**config.mk**
```make
export PLATFORM = sky130hd
export DESIGN_NAME = bit_balance_tracker
export DESIGN_NICKNAME = d
export VERILOG_FILES = /design/src/rtl/bit_balance_pkg.sv /design/src/rtl/bb_popcount.sv /design/src/rtl/bit_balance_tracker.sv
export SDC_FILE = /design/constraint.sdc
export NUM_CORES = 1
export LEC_CHECK = 0
export CAP_MARGIN = 20
export CORE_AREA = 2 2 99 101
export CTS_BUF_LIST = sky130_fd_sc_hd__clkbuf_4 sky130_fd_sc_hd__clkbuf_8 sky130_fd_sc_hd__clkbuf_16
export CTS_CLUSTER_DIAMETER = 80
export DETAILED_ROUTE_END_ITERATION = 8
export DIE_AREA = 0 0 101 103
export MAX_ROUTING_LAYER = met4
export PLACE_DENSITY_LB_ADDON = 0.25
export SYNTH_ARGS = -nofsm -noshare
export SYNTH_HDL_FRONTEND = slang
export SYNTH_HIERARCHICAL = 1
export SYNTH_SLANG_ARGS = --single-unit
```
**constraint.sdc**
```tcl
create_clock -name clk -period 7.8 [get_ports clk]
set_clock_uncertainty 0.05 [all_clocks]
set_input_delay 0.78 -clock clk [delete_from_list [all_inputs] [get_ports clk]]
set_output_delay 0.78 -clock clk [all_outputs]
set_load 0.005 [all_outputs]
```
**src/rtl/bit_balance_pkg.sv**
```systemverilog
// Shared helpers for the bit-balance tracker: width derivation, popcount and
// signed saturating add.
package bit_balance_pkg;

  localparam int unsigned POP_MAX_W = 64;

  function automatic int unsigned cnt_width(input int unsigned data_w);
    return $clog2(data_w + 1);
  endfunction

  function automatic int unsigned frm_width(input int unsigned frame_len,
                                            input int unsigned data_w);
    return $clog2(frame_len * data_w + 1);
  endfunction

  // Callers zero-extend narrower words to POP_MAX_W.
  function automatic int unsigned popcount(input logic [POP_MAX_W-1:0] v);
    int unsigned n;
    n = 0;
    for (int i = 0; i < POP_MAX_W; i++) begin
      n = n + 32'(v[i]);
    end
    return n;
  endfunction

  // Symmetric saturation to +/-(2^(w-1)-1); w must not exceed 32.
  function automatic int signed sat_add(input int signed a, input int signed b,
                                        input int unsigned w);
    longint signed sum;
    longint signed lim;
    sum = 64'(a) + 64'(b);
    lim = (64'sd1 <<< (w - 32'd1)) - 64'sd1;
    if (sum > lim) begin
      return 32'(lim);
    end
    if (sum < -lim) begin
      return 32'(-lim);
    end
    return 32'(sum);
  endfunction

endpackage

```
**src/rtl/bb_popcount.sv**
```systemverilog
// Combinational ones counter for a W-bit slice.
module bb_popcount
  import bit_balance_pkg::*;
#(
  parameter int unsigned W = 4,
  localparam int unsigned CW = cnt_width(W)
) (
  input  logic [W-1:0]  data,
  output logic [CW-1:0] count_c
);

  always_comb begin
    count_c = CW'(popcount(POP_MAX_W'(data)));
  end

endmodule

```
**src/rtl/bit_balance_tracker.sv**
```systemverilog
// Two-stage streaming popcount with saturating running disparity and
// per-frame ones totals / DC-balance verdict.
module bit_balance_tracker
  import bit_balance_pkg::*;
#(
  parameter int unsigned DATA_W    = 8,
  parameter int unsigned FRAME_LEN = 16,
  parameter int unsigned DISP_W    = 12,
  localparam int unsigned CNT_W    = cnt_width(DATA_W),
  localparam int unsigned FRM_W    = frm_width(FRAME_LEN, DATA_W),
  localparam int unsigned LEN_W    = $clog2(FRAME_LEN + 1)
) (
  input  logic                     clk,
  input  logic                     reset,
  input  logic                     in_valid,
  output logic                     in_ready,
  input  logic [DATA_W-1:0]        in_data,
  input  logic                     in_last,
  output logic                     out_valid,
  input  logic                     out_ready,
  output logic [CNT_W-1:0]         out_count,
  output logic signed [DISP_W-1:0] out_disparity,
  output logic                     out_last,
  output logic [FRM_W-1:0]         out_frame_ones,
  output logic                     out_balanced
);

  localparam int unsigned HALF_W   = DATA_W / 2;
  localparam int unsigned HCNT_W   = cnt_width(HALF_W);
  localparam int signed   DATA_W_S = DATA_W;

  logic [HCNT_W-1:0] lo_cnt_c;
  logic [HCNT_W-1:0] hi_cnt_c;

  bb_popcount #(.W(HALF_W)) u_pop_lo (
    .data    (in_data[HALF_W-1:0]),
    .count_c (lo_cnt_c)
  );

  bb_popcount #(.W(HALF_W)) u_pop_hi (
    .data    (in_data[DATA_W-1:HALF_W]),
    .count_c (hi_cnt_c)
  );

  logic              s1_valid_q,  s1_valid_d;
  logic [HCNT_W-1:0] s1_lo_q,     s1_lo_d;
  logic [HCNT_W-1:0] s1_hi_q,     s1_hi_d;
  logic              s1_last_q,   s1_last_d;
  logic [LEN_W-1:0]  s1_nwords_q, s1_nwords_d;
  logic [LEN_W-1:0]  wcnt_q,      wcnt_d;

  logic                     out_valid_q,      out_valid_d;
  logic [CNT_W-1:0]         out_count_q,      out_count_d;
  logic signed [DISP_W-1:0] disp_q,           disp_d;
  logic [FRM_W-1:0]         frame_acc_q,      frame_acc_d;
  logic                     out_last_q,       out_last_d;
  logic [FRM_W-1:0]         out_frame_ones_q, out_frame_ones_d;
  logic                     out_balanced_q,   out_balanced_d;

  logic s2_adv_c;
  logic s1_adv_c;
  logic in_xfer_c;
  logic last_flag_c;

  // Handshake: in_ready depends only on registered state and out_ready.
  always_comb begin
    s2_adv_c  = !out_valid_q || out_ready;
    s1_adv_c  = s1_valid_q && s2_adv_c;
    in_ready  = !reset && (!s1_valid_q || s2_adv_c);
    in_xfer_c = in_valid && in_ready;
  end

  // S1: half popcounts, frame-close flag and word position within the frame.
  always_comb begin
    s1_valid_d  = s1_valid_q;
    s1_lo_d     = s1_lo_q;
    s1_hi_d     = s1_hi_q;
    s1_last_d   = s1_last_q;
    s1_nwords_d = s1_nwords_q;
    wcnt_d      = wcnt_q;
    last_flag_c = in_last || (wcnt_q == LEN_W'(FRAME_LEN - 1));
    if (in_xfer_c) begin
      s1_valid_d  = 1'b1;
      s1_lo_d     = lo_cnt_c;
      s1_hi_d     = hi_cnt_c;
      s1_last_d   = last_flag_c;
      s1_nwords_d = wcnt_q + LEN_W'(1);
      wcnt_d      = last_flag_c ? '0 : wcnt_q + LEN_W'(1);
    end else if (s1_adv_c) begin
      s1_valid_d = 1'b0;
    end
  end

  logic [CNT_W-1:0]         count_c;
  logic [FRM_W-1:0]         frame_next_c;
  logic signed [DISP_W-1:0] disp_next_c;
  logic                     balanced_c;
  int signed                cnt_i;
  int signed                disp_i;

  // S2: word count, disparity update and frame verdict.
  always_comb begin
    count_c      = CNT_W'(s1_lo_q) + CNT_W'(s1_hi_q);
    frame_next_c = frame_acc_q + FRM_W'(count_c);
    cnt_i        = 32'(count_c);
    disp_i       = 32'(disp_q);
    disp_next_c  = DISP_W'(sat_add(disp_i, 2 * cnt_i - DATA_W_S, DISP_W));
    balanced_c   = ((32'(frame_next_c) << 1) == 32'(s1_nwords_q) * DATA_W);

    out_valid_d      = out_valid_q;
    out_count_d      = out_count_q;
    disp_d           = disp_q;
    frame_acc_d      = frame_acc_q;
    out_last_d       = out_last_q;
    out_frame_ones_d = out_frame_ones_q;
    out_balanced_d   = out_balanced_q;
    if (s1_adv_c) begin
      out_valid_d = 1'b1;
      out_count_d = count_c;
      disp_d      = disp_next_c;
      out_last_d  = s1_last_q;
      if (s1_last_q) begin
        out_frame_ones_d = frame_next_c;
        out_balanced_d   = balanced_c;
        frame_acc_d      = '0;
      end else begin
        out_frame_ones_d = '0;
        out_balanced_d   = 1'b0;
        frame_acc_d      = frame_next_c;
      end
    end else if (s2_adv_c) begin
      out_valid_d = 1'b0;
    end
  end

  always_ff @(posedge clk or posedge reset) begin
    if (reset) begin
      s1_valid_q       <= 1'b0;
      s1_lo_q          <= '0;
      s1_hi_q          <= '0;
      s1_last_q        <= 1'b0;
      s1_nwords_q      <= '0;
      wcnt_q           <= '0;
      out_valid_q      <= 1'b0;
      out_count_q      <= '0;
      disp_q           <= '0;
      frame_acc_q      <= '0;
      out_last_q       <= 1'b0;
      out_frame_ones_q <= '0;
      out_balanced_q   <= 1'b0;
    end else begin
      s1_valid_q       <= s1_valid_d;
      s1_lo_q          <= s1_lo_d;
      s1_hi_q          <= s1_hi_d;
      s1_last_q        <= s1_last_d;
      s1_nwords_q      <= s1_nwords_d;
      wcnt_q           <= wcnt_d;
      out_valid_q      <= out_valid_d;
      out_count_q      <= out_count_d;
      disp_q           <= disp_d;
      frame_acc_q      <= frame_acc_d;
      out_last_q       <= out_last_d;
      out_frame_ones_q <= out_frame_ones_d;
      out_balanced_q   <= out_balanced_d;
    end
  end

  always_comb begin
    out_valid      = out_valid_q;
    out_count      = out_count_q;
    out_disparity  = disp_q;
    out_last       = out_last_q;
    out_frame_ones = out_frame_ones_q;
    out_balanced   = out_balanced_q;
  end

endmodule
```
After elaboration in Yosys (flattened, before gate mapping)
Index checks and enable logic that the tools add are counted.
Operators by class
  multiplexer cells: 15
  reductions and logical operators: 11
  $add $sub $neg: 11
  $lt $le $gt $ge: 2
  eq/ne operators: 2
Operators by type and width (number)
  2-to-1 mux 12 bit: 3
  2-to-1 mux 8 bit: 2
  adder 12 x 6 -> 13 bit: 1
  > comparator 13 x 12 -> 1 bit, second input constant: 1
  less-than comparator 13 x 12 -> 1 bit, second input constant: 1
  adder 3 x 1 -> 3 bit: 4
  2-to-1 mux 11 bit: 1
  adder 8 x 4 -> 8 bit: 1
  equality test 8 x 7 -> 1 bit: 1
  2-to-1 mux 1 bit: 8
  subtractor 5 x 4 -> 6 bit, second input constant: 1
  adder 5 x 1 -> 5 bit, second input constant: 1
  equality test 5 x 4 -> 1 bit, second input constant: 1
  2-to-1 mux 5 bit: 1
  adder 1 x 1 -> 2 bit: 2
  adder 3 x 3 -> 4 bit: 1
  nonzero test 2 bit: 2
  logical AND 1 bit: 3
  zero test 1 bit: 3
  logical OR 1 bit: 3
Word-level totals
  output and inout port bits: 28
  input port bits: 13
  flip-flop bits (word level): 53

Logic depth before layout (Yosys ltp)
  depth in word-level cells: 8
  gate-level depth with buffers: 17
  mapped depth without buffers: 15

Cells and area by module
Netlist, hierarchy kept.
Modules (own cells, without submodules)
  bit_balance_tracker: area each 3484.6 um2, times used 1, cells an instance 403
  bb_popcount: area each 63.8 um2, times used 2, cells an instance 8

Least setup slack after synthesis
Ideal clock, no wire load.
  path type: reg-to-reg
  start point: register s1_lo_q[0]
  end point: register disp_q[9], in the netlist out_disparity[9]
  data required time: 7.613 ns
  path slack: 3.786 ns
  library setup time: 0.137 ns
  arrival time: 3.828 ns
  path buffers: 0
  cell stages (with the launch flop): 16
  cells stage by stage: dfrtp_1 ha_1 fa_1 xor2_2 inv_2 ha_1 inv_1 ha_1 inv_1 a211oi_1 nor2_1 xnor2_1 or4_1 a2111o_1 a21oi_4 a211oi_1
Between the ends
  cells in the longest elaborated chain, start to end: 8
  elaborated cells between the ends (all ways): 12
Ends and longest elaborated chain
  start: declaration: RTL line bit_balance_tracker.sv:46  | logic [HCNT_W-1:0] s1_lo_q, s1_lo_d;
  start signal: assignment: RTL line bit_balance_tracker.sv:153  | s1_lo_q <= s1_lo_d;
  adder 3 x 3 -> 4 bit *: RTL line bit_balance_tracker.sv:103  | count_c = CNT_W'(s1_lo_q) + CNT_W'(s1_hi_q);
  subtractor 5 x 4 -> 6 bit *: RTL line bit_balance_tracker.sv:107  | disp_next_c = DISP_W'(sat_add(disp_i, 2 * cnt_i - DATA_W_S, DISP_W));
  adder 12 x 6 -> 13 bit *: RTL line bit_balance_pkg.sv:31  | sum = 64'(a) + 64'(b);
  > comparator 13 x 12 -> 1 bit / less-than comparator 13 x 12 -> 1 bit (equally long branches): RTL line bit_balance_pkg.sv:33, bit_balance_pkg.sv:36
  2-to-1 mux 11 bit / 2-to-1 mux 1 bit (equally long branches): RTL line bit_balance_pkg.sv:33, bit_balance_pkg.sv:36
  2-to-1 mux 12 bit / 2-to-1 mux 1 bit (equally long branches): RTL line bit_balance_pkg.sv:36  | if (sum < -lim) begin
  2-to-1 mux 12 bit: RTL line bit_balance_pkg.sv:39  | return 32'(sum);
  2-to-1 mux 12 bit *: RTL line bit_balance_pkg.sv:36
  end signal: assignment: RTL line bit_balance_tracker.sv:160  | disp_q <= disp_d;
  end: declaration: RTL line bit_balance_tracker.sv:54  | logic signed [DISP_W-1:0] disp_q, disp_d;
Every way passes the cells marked *; elsewhere a longest branch is shown, timed or not. The select of a mux whose other input is x is not followed.
A chain may end at the register's enable or synchronous reset.

Worst setup path after layout
  start point: register s1_lo_q[0]
  end point: register disp_q[3], in the netlist out_disparity[3]
The elaborated chain is that of the path after synthesis.

==> impl_metrics.toml <==
[timing]
rsz0062_at_grt = "no"
hold_violations = 0
maxSlewHeadroom = 0.402
tightest_slew_ps = 897
period_share = 0.586
fin_tns_setup_ps = 0
fmax_mhz = 219
finalMaxSlewViolations = 0
worst_hold_slack_ps = 425
setup_viol = 0
min_period_ps = 4570
worst_slack_ps = 3230

[grt]
grt_max_degree = 54
grt-ovfl-total = 0
grtUsageTotal = 0.176
grt_antenna_before_repair = 0
grt_pass1_wl_mm = 14.3
first_global_vias = 2953

[clock_tree]
ctsHoldBuffers = 0
cts_tree = "built"
cts_root_buf = "clkbuf_8"
cts-htree-levels = 2
clk_latency_ps = 310
clock_sinks = 53
post_cts_buffers = 0
clkSlewWorstSetupHoldPaths_ps = 100
clk_path_buf_depth = 2
cts_buffers = 5
cts_resized = 0

[worst_setup_path]
end_kind = "flop"
required_ps = 7980
crit_top_cell = "ha_1"
start_kind = "flop"
path_cells = "ha_1, fa_1, xor2_2, inv_2, ha_1, nand2b_1, a21oi_1, a21o_1, nand3_1, a211o_1, nor3_1, buf_4, o21ai_0, a22oi_1"
path_max_fanout = 28
crit_type = "flop to flop"
path_delay_family = "adder cells"
worstPathArrival_ps = 4750
slowest_delay_ps = 750
slowest_stage = "ha_1"
critPathBufInv = 2

[logic_synthesis]
synth_area_leaders = "dfrtp_1, nand2_1, ha_1"
synth_cell_types = 60
synth-seq-cells = 53
netlist_instances = 419
yosys-top-cells-count = "nand2_1, dfrtp_1, o21ai_0"
synth_edf_count = 0
synth_nets = 454
synth_top_area_share = 0.367
ys_warn_count = 6
yosysMostFrequentCell = "nand2_1"
synth_seq_area_share = 0.367
yosys.area.top_type = "dfrtp_1"
ys.flop_type = "dfrtp_1"
avgSynthCellArea_um2 = 8.62
async_flop_share = 1.00
syn_area_mm2 = 0.00361

[floorplan]
ios = 41
dieWidth_um = 101
fp.coreArea_mm2 = 0.00946
die_area_mm2 = 0.0104
initial_core_util = 0.382
die_h_um = 103
rows = 36

[job]
drv_cap = 0

[drt]
drt_first_pass_iters = 5
viasPerCell = 5.35
wl_mm = 8.21
vias = 2987
first_iter_violations = 76
ant_nets = 0
drcViolationCount = 0
wire_per_inst_um = 14.7

[pwr]
p_per_area_mw_per_mm2 = 440
total_power_uw = 1830
leakage_uw = 0.00182
ir_drop_v = 0.000170

[cells_and_area]
fin_nets = 478
n_antenna_cell = 0
area_delta_synth_final_pct = 15.1
fin_util = 0.440
drive_gt1_frac = 0.0721

[status]
status = "complete, no violations"

[placement]
portBuffers = 40
gp_congestion = 0.895
dp_hpwl_mm = 5.93
post-place-ws_ps = 3300

[worst_hold_path]
hp-class = "flop to flop"
## worst reg2reg max path, cell delays in order (launching register included)
cell and delay, ps:
dfrtp_1 390, ha_1 230, fa_1 410, xor2_2 210, inv_2 160, ha_1 750, nand2b_1 200, a21oi_1 260
a21o_1 340, nand3_1 140, a211o_1 320, nor3_1 430, buf_4 260, o21ai_0 100, a22oi_1 220
## through the flow
step	cell area, um^2	cells
global route	4160	558
floorplan	3610	419
detailed placement	4070	550
finish	4160	558
global placement	4070	550
CTS	4160	558
## path summary, 6_finish.rpt
check,start,endpoint,slack [ps],depth (start not counted)
hold / removal,out_balanced$_DFFE_PP0P_,out_balanced$_DFFE_PP0P_,430,2
max in group asynchronous,reset,out_disparity[5]$_DFFE_PP0P_,6310,3
min in group asynchronous,reset,wcnt_q[1]$_DFFE_PP0P_,950,3
setup / recovery,s1_lo_q[0]$_DFFE_PP0P_,out_disparity[3]$_DFFE_PP0P_,3230,14
hold reg to reg,out_balanced$_DFFE_PP0P_,out_balanced$_DFFE_PP0P_,430,2
setup reg to reg,s1_lo_q[0]$_DFFE_PP0P_,out_disparity[3]$_DFFE_PP0P_,3230,14
## cells by family after synthesis
group                    Yosys count  share of synthesized area
AND/OR/NAND/NOR                  150                      0.193
AO/OA/AOI/OAI                     98                      0.182
buffers and inverters             54                     0.0596
flip-flops                        53                      0.367
XOR/XNOR                          28                     0.0700
adder cells (fa/ha/maj)           25                     0.0953
multiplexers                      11                     0.0339
## layer usage
layer  up-vias  GRT usage  wire length (um)  share of wire
met5         -          -                 0              0
met1      1397      0.242              4060           0.50
met4         0     0.0561               185          0.023
met3        15     0.0224               294          0.036
met2        70      0.271              3660           0.45
li1       1505          -                 -              -
## final cells by class
| type | instances | area, um^2 |
|---|---|---|
| Multi-Input combinational cell | 312 | 2070 |
| Clock inverter | 2 | 13.8 |
| Timing Repair Buffer | 43 | 423 |
| Tap cell | 114 | 143 |
| Fill cell | 975 | 5300 |
| Clock buffer | 6 | 76.3 |
| Sequential cell | 53 | 1330 |
| Inverter | 28 | 105 |
## cell usage in the layout (no fill, tap or decap), types with 4 or more instances in the layout
cell / Yosys / routed
nand2_1: 65 / 65
dfrtp_1: 53 / 53
clkdlybuf4s50_1: 0 / 40
o21ai_0: 30 / 30
nor2_1: 27 / 27
inv_1: 26 / 25
xnor2_1: 18 / 18
ha_1: 17 / 17
nor3_1: 14 / 14
a21oi_1: 13 / 13
nand3_1: 11 / 11
mux2_2: 10 / 10
xor2_1: 9 / 9
nand2b_1: 7 / 7
o211ai_1: 7 / 7
a21o_1: 6 / 6
o31ai_1: 5 / 5
o22ai_1: 5 / 5
fa_1: 5 / 5
clkbuf_8: 0 / 5
a211oi_1: 4 / 4
a31oi_1: 4 / 4
nor4_1: 4 / 4
## flip-flops by register name, indices dropped and copies added, names as in the netlist, 3 cells and up
name	count
s1_lo_q	3
wcnt_q	5
out_count	4
frame_acc_q	8
s1_nwords_q	5
out_disparity	12
out_frame_ones	8
s1_hi_q	3
## where the power goes
group          switching, uW  internal, uW
clock network           95.5          67.8
registers                129           357
logic                    651           529
Note: power is estimated with default switching activity, not from simulation.
